### config.mk
export PLATFORM = sky130hd
export DESIGN_NAME = comparador_serial
export DESIGN_NICKNAME = d
export VERILOG_FILES = /design/src/rtl/comparador_defs.sv /design/src/rtl/comparador_fatia.sv /design/src/rtl/comparador_serial.sv
export SDC_FILE = /design/constraint.sdc
export NUM_CORES = 1
export LEC_CHECK = 0
export ABC_AREA = 1
export BUFFER_PORTS_ARGS = -buffer_cell sky130_fd_sc_hd__buf_2
export CAP_MARGIN = 20
export CORE_UTILIZATION = 50
export DETAILED_ROUTE_END_ITERATION = 7
export PLACE_DENSITY = 0.74
export SLEW_MARGIN = 20
export SYNTH_ARGS = -nofsm -noshare
export SYNTH_HDL_FRONTEND = slang
export SYNTH_SLANG_ARGS = --single-unit
### constraint.sdc
create_clock -name clock -period 6.25 [get_ports clock]
set_input_delay 1.25 -clock clock [delete_from_list [all_inputs] [get_ports clock]]
set_output_delay 1.25 -clock clock [all_outputs]
set_load 0.05 [all_outputs]
### src/rtl/comparador_defs.sv
// Shared definitions for the serial magnitude comparator: FSM state encoding
// and the slice-index width helper.
package comparador_defs;

  localparam int ESTADO_W = 2;

  typedef enum logic [ESTADO_W-1:0] {
    OCIOSO  = 2'd0,
    COMPARA = 2'd1,
    FIM     = 2'd2
  } estado_t;

  // Index width for N slices; a single-slice comparator still needs a 1-bit counter.
  function automatic int idx_w(input int n);
    return (n > 1) ? $clog2(n) : 1;
  endfunction

endpackage

### src/rtl/comparador_fatia.sv
// Combinational CHUNK-bit slice compare. With ajuste_sinal set, the top bit of
// both operands is flipped so two's-complement values order as unsigned.
module comparador_fatia #(
  parameter int CHUNK = 16
) (
  input  logic [CHUNK-1:0] a,
  input  logic [CHUNK-1:0] b,
  input  logic             ajuste_sinal,
  output logic             lt,
  output logic             gt,
  output logic             eq
);

  logic [CHUNK-1:0] mascara;
  logic [CHUNK-1:0] a_aj;
  logic [CHUNK-1:0] b_aj;

  assign mascara = {ajuste_sinal, {(CHUNK-1){1'b0}}};
  assign a_aj    = a ^ mascara;
  assign b_aj    = b ^ mascara;

  assign lt = (a_aj < b_aj);
  assign gt = (a_aj > b_aj);
  assign eq = (a_aj == b_aj);

endmodule

### src/rtl/comparador_serial.sv
// Multi-cycle magnitude comparator with 7485-style cascade inputs: walks the
// operands one slice per clock from the MSB slice and stops at the first difference.
module comparador_serial
  import comparador_defs::*;
#(
  parameter int WIDTH = 64,
  parameter int CHUNK = 16
) (
  input  logic             clock,
  input  logic             reset,
  input  logic             iniciar,
  input  logic             signed_mode,
  input  logic [WIDTH-1:0] A,
  input  logic [WIDTH-1:0] B,
  input  logic             ALBi,
  input  logic             AGBi,
  input  logic             AEBi,
  output logic             ALBo,
  output logic             AGBo,
  output logic             AEBo,
  output logic             ocupado,
  output logic             pronto
);

  localparam int N  = WIDTH / CHUNK;
  localparam int KW = idx_w(N);
  localparam logic [KW-1:0] K_MSB = KW'(N - 1);

  estado_t          estado_q;
  logic [WIDTH-1:0] a_q;
  logic [WIDTH-1:0] b_q;
  logic             sm_q;
  logic             alb_c_q;
  logic             agb_c_q;
  logic             aeb_c_q;
  logic [KW-1:0]    k_q;
  logic             alb_q;
  logic             agb_q;
  logic             aeb_q;
  logic             ocupado_q;
  logic             pronto_q;

  logic [CHUNK-1:0] fatia_a [N];
  logic [CHUNK-1:0] fatia_b [N];
  logic             f_lt;
  logic             f_gt;
  logic             f_eq;
  logic             ajuste;

  for (genvar gi = 0; gi < N; gi++) begin : g_fatias
    assign fatia_a[gi] = a_q[gi*CHUNK +: CHUNK];
    assign fatia_b[gi] = b_q[gi*CHUNK +: CHUNK];
  end

  // Sign adjustment applies only to the most significant slice.
  assign ajuste = sm_q && (k_q == K_MSB);

  comparador_fatia #(.CHUNK(CHUNK)) u_fatia (
    .a            (fatia_a[k_q]),
    .b            (fatia_b[k_q]),
    .ajuste_sinal (ajuste),
    .lt           (f_lt),
    .gt           (f_gt),
    .eq           (f_eq)
  );

  always_ff @(posedge clock or negedge reset) begin
    if (!reset) begin
      estado_q  <= OCIOSO;
      a_q       <= '0;
      b_q       <= '0;
      sm_q      <= 1'b0;
      alb_c_q   <= 1'b0;
      agb_c_q   <= 1'b0;
      aeb_c_q   <= 1'b0;
      k_q       <= K_MSB;
      alb_q     <= 1'b0;
      agb_q     <= 1'b0;
      aeb_q     <= 1'b0;
      ocupado_q <= 1'b0;
      pronto_q  <= 1'b0;
    end else begin
      pronto_q <= 1'b0;
      case (estado_q)
        OCIOSO: begin
          if (iniciar) begin
            a_q       <= A;
            b_q       <= B;
            sm_q      <= signed_mode;
            alb_c_q   <= ALBi;
            agb_c_q   <= AGBi;
            aeb_c_q   <= AEBi;
            k_q       <= K_MSB;
            ocupado_q <= 1'b1;
            estado_q  <= COMPARA;
          end
        end
        COMPARA: begin
          if (!f_eq || (k_q == '0)) begin
            if (f_lt) begin
              {alb_q, agb_q, aeb_q} <= 3'b100;
            end else if (f_gt) begin
              {alb_q, agb_q, aeb_q} <= 3'b010;
            end else begin
              {alb_q, agb_q, aeb_q} <= {alb_c_q, agb_c_q, aeb_c_q};
            end
            pronto_q  <= 1'b1;
            ocupado_q <= 1'b0;
            estado_q  <= FIM;
          end else begin
            k_q <= k_q - 1'b1;
          end
        end
        FIM: begin
          k_q      <= K_MSB;
          estado_q <= OCIOSO;
        end
        default: estado_q <= OCIOSO;
      endcase
    end
  end

  assign ALBo    = alb_q;
  assign AGBo    = agb_q;
  assign AEBo    = aeb_q;
  assign ocupado = ocupado_q;
  assign pronto  = pronto_q;

endmodule

==> flow_summary.yaml <==
synthesis:
  synth-seq-area-share: 0.520
  ys_ff_latch: 141
  syn-cell-area_mm2: 0.00679
  syn_inst: 569
  synth_top_area_share: 0.512
  yosysTopAreaCell: "dfrtp_1"
  synth_cell_type_count: 26
  synth_fp_nets: 722
  synth_warnings: 0
  avgSynthCellArea_um2: 11.9
  yosys-top-cells-area: "dfrtp_1 51%, mux2_2 12%, mux2_4 11%, nand2_1 4.0%, ha_1 3.3%"
global_route:
  grtUsageMet1: 0.322
  antenna_found_initial: 2
  grt_pass1_wl_mm: 24.8
  grt_usage: 0.229
  busiest_layer: "met2"
  grt_pass1_vias: 4940
  grt_max_degree: 135
  use_met3: 0.0545
  grt_overflow: 0
  grt_use_met2: 0.335
worst_setup_path:
  end_kind: "flip-flop"
  critPathMaxStageDelay_ns: 0.77
  slowest_stage: "dfstp_2"
  worst-setup-path-type: "reg -> reg"
  path_max_fanout: 27
  crit_path_start_kind: "flip-flop"
  cpMostUsedCell: "nand2_1"
  rrSetupSlack_ns: 2.61
  required_ns: 6.58
  critPathTopFamily: "buffers and inverters"
  cp_cell_sequence: "clkinv_1, buf_4, a32o_1, ha_1, nand2_1, nor2_1, nand2_1, nor2_1, nand2_1, nand2_4, nand2_2, o21ai_0"
  cp_num_buf_inv: 2
  arrival_ns: 3.97
timing:
  setup_viol: 0
  post-route-min-period_ns: 3.64
  clock_skew_ns: 0.0117
  drv_slew: 0
  hold_viol_final: 0
  finalSetupTns_ns: 0
  fin_crit_sh: 0.583
  fmax_mhz: 275
  worst_pin_slew_ns: 1.01
  rsz0062_at_grt: "false"
  slew_headroom: 0.323
clocking:
  cts_resized: 0
  postCtsSetupBuffers: 0
  htree_levels: 4
  numCtsBuffers: 17
  clockRootBuffer: "clkbuf_16"
  cts_tree: "yes"
  clockBufferDepth: 2
  hold_buffers: 0
  clk_latency_ns: 0.42
  clkSinkCount: 141
  cts.clk_slew.worst_paths_ns: 0.06
layout:
  multiInputGateArea_mm2: 0.00302
  layout-area-overhead-vs-synth_pct: 19.6
  layout_commonest_cell: "dfrtp_1"
  layout_common_cells: "139 x dfrtp_1, 138 x buf_2, 74 x mux2_2"
  seq_area_mm2: 0.00353
  fill_cells: 1077
  final_layout_size_suffix_gt1_frac: 0.424
  fin_nets: 848
drt:
  vias_per_cell: 5.39
  avgRoutedWirePerCell_um: 17.0
  routed_wl_mm: 15.1
  drt-pass1-iter-count: 4
  post-route-drc-count: 0
  route.antenna.remaining_nets: 0
  vias: 4773
  first_iter_violations: 309
pwr:
  total_power_uw: 3470
  p_leak_uw: 0.00390
  power_density_mw_per_mm2: 428
  ir_worst_vdd_mv: 0.206
placement:
  gp_congestion: 0.819
  dp_hpwl_mm: 10.3
  portBuffers: 139
floorplanning:
  die_width_um: 119
  dieArea_mm2: 0.0140
  io_pins: 140
  initial_core_util: 0.513
  die_y_um: 119
  rows: 42
  core_region_area_mm2: 0.0132
min_path:
  min_path_type: "reg -> reg"
run:
  drv_cap: 0
status:
  status: "completed"
state kept, by name, summed over array words and instances (netlist names):
signal / cells
alb_c_q: 1
ocupado: 1
AGBo: 1
b_q: 64
sm_q: 1
pronto: 1
AEBo: 1
estado_q: 2
aeb_c_q: 1
agb_c_q: 1
k_q: 2
ALBo: 1
a_q: 64
cells in the mapped netlist, drive strengths merged:
library cell  count
a21oi            26
nor3              3
dfrtp           139
dfstp             2
clkbuf           11
nand2            76
mux2            131
xnor2             1
inv              14
a32o             15
nor2             50
o21ai            39
buf              24
ha               18
nand4             1
o22ai            17
xor2              1
a21o              1
routing by layer:
layer / part of all wire / up-vias
met2: 0.44 / 165
met4: 0.026 / 2
met5: 0.00086 / -
li1: - / 2245
met3: 0.063 / 26
met1: 0.47 / 2335
report_power, final:
part	leakage, µW	internal (µW)	switching, µW
clock network	0.000271	575	365
logic	0.00198	573	600
registers	0.00165	1160	199
per-stage QoR:
stage	util	worst slack (ns)	instances	hold WS, ns	instance area, µm²
after global routing	0.613	2.30	884	0.511	8120
after detailed placement	0.569	2.24	851	0.489	7540
after CTS	0.611	2.21	883	0.502	8090
after global placement	0.569	2.38	851	0.476	7540
after floorplan	-	3.81	569	0.465	6790
final	0.613	2.61	885	0.501	8120
layout make-up:
class / instances / area share
antenna: 1 / 0.000308
clock buffer: 25 / 0.0598
clock inverter: 7 / 0.00770
inverter: 14 / 0.00647
multi-input combinational: 379 / 0.372
sequential: 141 / 0.435
tap: 176 / 0.0271
timing repair buffer: 142 / 0.0917
final timing paths:
path	start	end	depth (start not counted)
max	k_q[1]$_DFFE_PN1P_	k_q[1]$_DFFE_PN1P_	12
min	AEBo$_DFFE_PN0P_	AEBo$_DFFE_PN0P_	2
max reg2reg	k_q[1]$_DFFE_PN1P_	k_q[1]$_DFFE_PN1P_	12
min reg2reg	AEBo$_DFFE_PN0P_	AEBo$_DFFE_PN0P_	2
max in group asynchronous	reset	a_q[42]$_DFFE_PN0P_	2
min in group asynchronous	reset	b_q[22]$_DFFE_PN0P_	1
logic make-up (layout without fill, tap and decap cells):
logic type,count (synthesis),in the layout,synth area share
AO/OA/AOI/OAI,98,98,0.0868
XOR/XNOR,2,2,0.00258
adder cells (fa/ha/maj),18,18,0.0332
buffers and inverters,49,188,0.0372
flip-flops,141,141,0.520
multiplexers,131,131,0.245
other,0,1,0
AND/OR/NAND/NOR,130,130,0.0750
worst reg2reg max path: stages (launching register included):
cell and delay, ns:
dfstp_2 0.77, clkinv_1 0.69, buf_4 0.47, a32o_1 0.33, ha_1 0.30, nand2_1 0.09
nor2_1 0.17, nand2_1 0.11, nor2_1 0.14, nand2_1 0.12, nand2_4 0.11, nand2_2 0.07
o21ai_0 0.19
Power figures use the tool's default switching activity.
